==> src/rtl/trace_event_packer.sv <==
// trace_event_packer
//   Turns per-cycle match-rule hits into timestamped sniff-FIFO entries.
//   A MATCH entry (cmd 01) carries a short elapsed time and the rule index.
//   A TIME entry (cmd 10) carrying the full elapsed time is written just
//   before a MATCH whose elapsed time does not fit in the short field.
//   The host rebuilds absolute time as: last TIME value + MATCH short time.
//
// Ports
//   trace_clk         in   trace clock, rising edge
//   resetn            in   asynchronous active-low reset
//   I_arm             in   pulse: start capture, clear time and sticky flags
//   I_stop            in   pulse: stop capture (wins over I_arm)
//   I_match           in   per-rule hit vector
//   I_pattern_enable  in   per-rule enable vector
//   I_fifo_full       in   sniff FIFO cannot take a write this cycle
//   O_fifo_wr         out  write strobe, one cycle per entry
//   O_fifo_data       out  entry: [1:0] cmd, [17:2] payload
//   O_capturing       out  high while ARMED or PEND
//   O_overflow        out  sticky: an entry was dropped on a full FIFO
//   O_lost            out  sticky: a hit arrived during PEND and was discarded
//   O_event_count     out  accepted hits since arm, saturating
module trace_event_packer #(
    parameter int pRULES   = 8,
    parameter int pSHORT_W = 6,
    parameter int pFULL_W  = 16
) (
    input  logic              trace_clk,
    input  logic              resetn,
    input  logic              I_arm,
    input  logic              I_stop,
    input  logic [pRULES-1:0] I_match,
    input  logic [pRULES-1:0] I_pattern_enable,
    input  logic              I_fifo_full,
    output logic              O_fifo_wr,
    output logic [17:0]       O_fifo_data,
    output logic              O_capturing,
    output logic              O_overflow,
    output logic              O_lost,
    output logic [15:0]       O_event_count
);

    typedef enum logic [1:0] {
        IDLE  = 2'd0,
        ARMED = 2'd1,
        PEND  = 2'd2
    } state_t;

    state_t             state_q, state_d;
    logic [pFULL_W-1:0] cnt_q;
    logic [7:0]         rule_q;
    logic               ovf_q, lost_q;
    logic [15:0]        evt_q;

    logic               vld_p1;
    logic [17:0]        data_p1;

    logic [pRULES-1:0]  hit_vec;
    logic               hit_any;
    logic [7:0]         hit_idx;
    logic               do_arm;
    logic               hold;
    logic               accept;
    logic               lost_ev;
    logic               fits_short;
    logic               ent_vld;
    logic [17:0]        ent_data;

    function automatic logic [pFULL_W-1:0] sat_inc_time(input logic [pFULL_W-1:0] v);
        return (&v) ? v : v + 1'b1;
    endfunction

    function automatic logic [15:0] sat_inc_evt(input logic [15:0] v);
        return (&v) ? v : v + 16'd1;
    endfunction

    function automatic logic [17:0] make_match(input logic [pSHORT_W-1:0] s,
                                               input logic [7:0]          r);
        logic [17:0] d;
        d                   = '0;
        d[1:0]              = 2'b01;
        d[2 +: pSHORT_W]    = s;
        d[2+pSHORT_W +: 8]  = r;
        return d;
    endfunction

    function automatic logic [17:0] make_time(input logic [pFULL_W-1:0] t);
        return {16'(t), 2'b10};
    endfunction

    assign hit_vec    = I_match & I_pattern_enable;
    assign hit_any    = |hit_vec;
    assign do_arm     = I_arm & ~I_stop;
    // Arm or stop this cycle overrides whatever the FSM would otherwise do.
    assign hold       = ~I_arm & ~I_stop;
    assign accept     = (state_q == ARMED) & hit_any & hold;
    assign lost_ev    = (state_q == PEND) & hit_any & hold;
    assign fits_short = (cnt_q >> pSHORT_W) == '0;

    // Lowest-index enabled hit wins.
    always_comb begin
        hit_idx = '0;
        for (int i = pRULES - 1; i >= 0; i--) begin
            if (hit_vec[i]) hit_idx = 8'(i);
        end
    end

    always_comb begin
        state_d = state_q;
        if (I_stop) begin
            state_d = IDLE;
        end else if (I_arm) begin
            state_d = ARMED;
        end else begin
            case (state_q)
                ARMED:   if (accept && !fits_short) state_d = PEND;
                PEND:    state_d = ARMED;
                default: state_d = state_q;
            endcase
        end
    end

    always_comb begin
        ent_vld  = 1'b0;
        ent_data = '0;
        if (accept) begin
            ent_vld  = 1'b1;
            ent_data = fits_short ? make_match(cnt_q[pSHORT_W-1:0], hit_idx)
                                  : make_time(cnt_q);
        end else if (state_q == PEND && hold) begin
            ent_vld  = 1'b1;
            ent_data = make_match('0, rule_q);
        end
    end

    // ---- stage p0 -> p1: register the entry and the control state ----
    always_ff @(posedge trace_clk or negedge resetn) begin
        if (!resetn) begin
            state_q <= IDLE;
            cnt_q   <= '0;
            rule_q  <= '0;
            ovf_q   <= 1'b0;
            lost_q  <= 1'b0;
            evt_q   <= '0;
            vld_p1  <= 1'b0;
            data_p1 <= '0;
        end else begin
            state_q <= state_d;
            vld_p1  <= ent_vld;
            if (ent_vld) data_p1 <= ent_data;
            if (do_arm) begin
                cnt_q  <= '0;
                ovf_q  <= 1'b0;
                lost_q <= 1'b0;
                evt_q  <= '0;
            end else begin
                if (state_q != IDLE) cnt_q <= accept ? pFULL_W'(1) : sat_inc_time(cnt_q);
                // The drop is decided in the cycle the strobe would be issued.
                if (vld_p1 && I_fifo_full) ovf_q <= 1'b1;
                if (lost_ev) lost_q <= 1'b1;
                if (accept) begin
                    evt_q  <= sat_inc_evt(evt_q);
                    rule_q <= hit_idx;
                end
            end
        end
    end

    assign O_fifo_wr     = vld_p1 & ~I_fifo_full;
    assign O_fifo_data   = data_p1;
    assign O_capturing   = (state_q != IDLE);
    assign O_overflow    = ovf_q;
    assign O_lost        = lost_q;
    assign O_event_count = evt_q;

endmodule

==> config.mk <==
export PLATFORM = sky130hd
export DESIGN_NAME = trace_event_packer
export DESIGN_NICKNAME = d
export VERILOG_FILES = /design/src/rtl/trace_event_packer.sv
export SDC_FILE = /design/constraint.sdc
export NUM_CORES = 1
export LEC_CHECK = 0
export ABC_AREA = 1
export BUFFER_PORTS_ARGS = -buffer_cell sky130_fd_sc_hd__buf_2
export CORE_ASPECT_RATIO = 1.2
export CORE_MARGIN = 2
export CORE_UTILIZATION = 36
export DETAILED_ROUTE_END_ITERATION = 10
export GPL_TIMING_DRIVEN = 0
export HOLD_SLACK_MARGIN = 0.1
export SYNTH_ARGS = -nofsm -noshare
export SYNTH_HDL_FRONTEND = slang
export SYNTH_SLANG_ARGS = --single-unit
==> constraint.sdc <==
create_clock -name trace_clk -period 5.5 [get_ports trace_clk]
set_clock_uncertainty 0.2 [all_clocks]
set_input_delay 1.375 -clock trace_clk [delete_from_list [all_inputs] [get_ports trace_clk]]
set_output_delay 1.375 -clock trace_clk [all_outputs]
set_load 0.1 [all_outputs]
==> flow_metrics.py <==
metrics = {
    "critical_path": {
        "cp_top_family": "buffers and inverters",
        "end_kind": "output pin",
        "path_max_fanout": 2,
        "crit_chain": "buf_2 > nor2_1 > buf_2",
        "slowest_stage": "buf_2",
        "path_buf_inv": 2,
        "worstPathArrival_ns": 1.99,
        "critPathRequiredTime_ns": 3.92,
        "crit_type": "input pin to output pin",
        "cpMostUsedCell": "buf_2",
        "cp_slowest_stage_delay_ns": 0.42,
        "startpoint_type": "input pin",
    },
    "route": {
        "avgRoutedWirePerCell_um": 13.5,
        "top_layer_used": "met4",
        "wl_met1_um": 3930,
        "viasPerCell": 4.87,
        "postRouteAntennaNets": 0,
        "met2_length_um": 4270,
        "vias": 3154,
        "met3_length_um": 316,
        "drt_iter0_markers": 168,
        "drcViolationCount": 0,
        "dr.pass1.iters": 5,
        "wl_um": 8740,
    },
    "synth": {
        "yosysSeqAreaShare_pct": 42.6,
        "synth_top_family_by_area": "simple AND/OR/NAND/NOR gates",
        "yosys.area.top_type_share_pct": 42.6,
        "async_flop_share_pct": 100,
        "synth.net_count": 480,
        "yosys-top-cells-area": "dfrtp_1, nand2_1, nor2_1",
        "synth_common_cells": "nand2_1, dfrtp_1, nor2_1",
        "synthesis.area_um2": 3410,
        "synth_compound_area_share_pct": 8.45,
        "synthMuxAreaShare_pct": 0,
        "yosysMostFrequentCell": "nand2_1",
        "synthAdderAreaFrac_pct": 1.84,
        "synth-seq-cells": 58,
        "yosys_warnings": 0,
        "synth.avg_cell_area_um2": 7.50,
        "synth_ff_type": "dfrtp_1",
        "ys_types": 33,
        "synthXorXnorAreaFrac_pct": 3.86,
        "synth_edf_count": 0,
        "postSynthCellCount": 454,
        "synth-simple-area-share_pct": 35.1,
        "yosysTopAreaCell": "dfrtp_1",
    },
    "timing": {
        "report.final.slew_viol_count": 0,
        "setup_viol_count_final": 0,
        "slew_headroom_pct": 50.2,
        "fin_setup_tns_ns": 0,
        "period_needed_ns": 3.57,
        "rsz0062_at_grt": "no",
        "period_share_pct": 64.9,
        "worstMarginPinSlew_ns": 0.746,
        "max_freq_mhz": 280,
        "hold_viol": 0,
    },
    "final_layout": {
        "final_nets": 549,
        "n_antenna_cell": 0,
        "drive_gt1_share_pct": 22.7,
        "syn_to_final_growth_pct": 18.7,
    },
    "clock_tree": {
        "clockRootBuffer": "clkbuf_8",
        "cts.reportedPaths.clkPinSlew_ns": 0.06,
        "insertion_delay_ns": 0.34,
        "clock_sinks": 58,
        "post_cts_buffers": 0,
        "hold_buffers": 0,
        "cts_tree": "done",
        "cts_buffers": 9,
        "post_cts_resized": 0,
        "h-tree-depth": 3,
        "cts_buffer_depth": 2,
    },
    "global_routing": {
        "grt_start_max_net_pins": 59,
        "grt_pass1_vias": 3065,
        "grt_usage_pct": 17.9,
        "gr-total-overflow": 0,
        "grt_pass1_wl_um": 14700,
        "antenna_found_initial": 0,
    },
    "place": {
        "routabilityCongestion": 0.891,
        "dpl.hpwl_um": 6430,
        "numPortBuffers": 58,
    },
    "power": {
        "peakVddDrop_uv": 278,
        "leakage_nw": 2.03,
        "finalPower_mw": 1.67,
        "p_per_area_nw_per_um2": 414,
    },
    "min_path": {
        "min_path_type": "register to register",
    },
    "floorplanning": {
        "die_w_um": 92.8,
        "start_util_pct": 37.3,
        "core_um2": 9130,
        "die-height_um": 111,
        "dieArea_um2": 10300,
        "io_pins": 59,
        "rows": 38,
    },
    "run_status": {
        "status": "complete, no violations",
    },
    "flow_run": {
        "drv_cap": 0,
    },
}
[cell families after synthesis]
group	count (synthesis)
compound gates	51
xor+xnor	15
fa+ha+maj	5
buf+inv	58
flops	58
simple gates	267
[cell type report]
cell class	instances	area, um^2
Clock buffer	9	124
Buffer	13	103
Inverter	45	174
Clock inverter	7	70.1
Fill cell	977	5080
Timing Repair Buffer	58	293
Multi-Input combinational cell	338	1680
Sequential cell	58	1450
Tap cell	120	150
[worst paths after layout]
| kind | from | end | slack, ns | depth (start not counted) |
|---|---|---|---|---|
| setup / recovery | I_fifo_full | O_fifo_wr | 1.93 | 3 |
| hold / removal | O_fifo_data[7] | O_fifo_data[7] | 0.28 | 2 |
| setup reg to reg | state_q[1] | cnt_q[2] | 3.47 | 11 |
| hold reg to reg | O_fifo_data[7] | O_fifo_data[7] | 0.28 | 2 |
| max in group asynchronous | resetn | O_fifo_data[4] | 3.71 | 1 |
| min in group asynchronous | resetn | O_event_count[13] | 0.89 | 1 |
[tightest hold or removal path, cell delays in order (launching register included)]
cell	delay, ns
dfrtp_1	0.33
nand2_1	0.05
o21ai_0	0.06
[registers in the layout (all words and copies together) (netlist names)]
signal,cells
vld_p1,1
cnt_q,16
O_fifo_data,18
rule_q,3
state_q,2
O_overflow,1
O_event_count,16
O_lost,1
[power by group]
part           switching, mW  internal, mW
combinational          0.572         0.133
sequential            0.0719         0.503
clock                  0.186         0.207
total                  0.830         0.842
[per-layer routing]
layer	vias to the layer above	GRT usage, %
li1	1590	-
met1	1485	22.5
met2	61	29.9
met3	18	3.75
met4	0	7.16
met5	-	0
[per-stage QoR]
step	setup slack, ns	util, %	instance area (um^2)	hold WS (ns)	instances
after global routing	1.92	44.3	4040	0.309	648
after CTS	1.92	44.3	4040	0.279	648
final	1.93	44.3	4040	0.281	648
after floorplan	1.30	-	3410	0.243	454
after global placement	1.94	42.1	3850	0.258	632
after detailed placement	1.93	42.1	3850	0.260	632
[cell usage in the layout (no fill, tap or decap), types with 9 or more instances in the layout]
master	netlist	final
nand2_1	145	145
buf_2	4	61
dfrtp_1	58	58
nor2_1	42	42
inv_1	38	38
nand3_1	30	30
o21ai_0	22	22
o21ai_1	17	17
nand4_1	16	16
xor2_1	14	14
clkbuf_8	0	9
(Power assumes the default switching activity.)
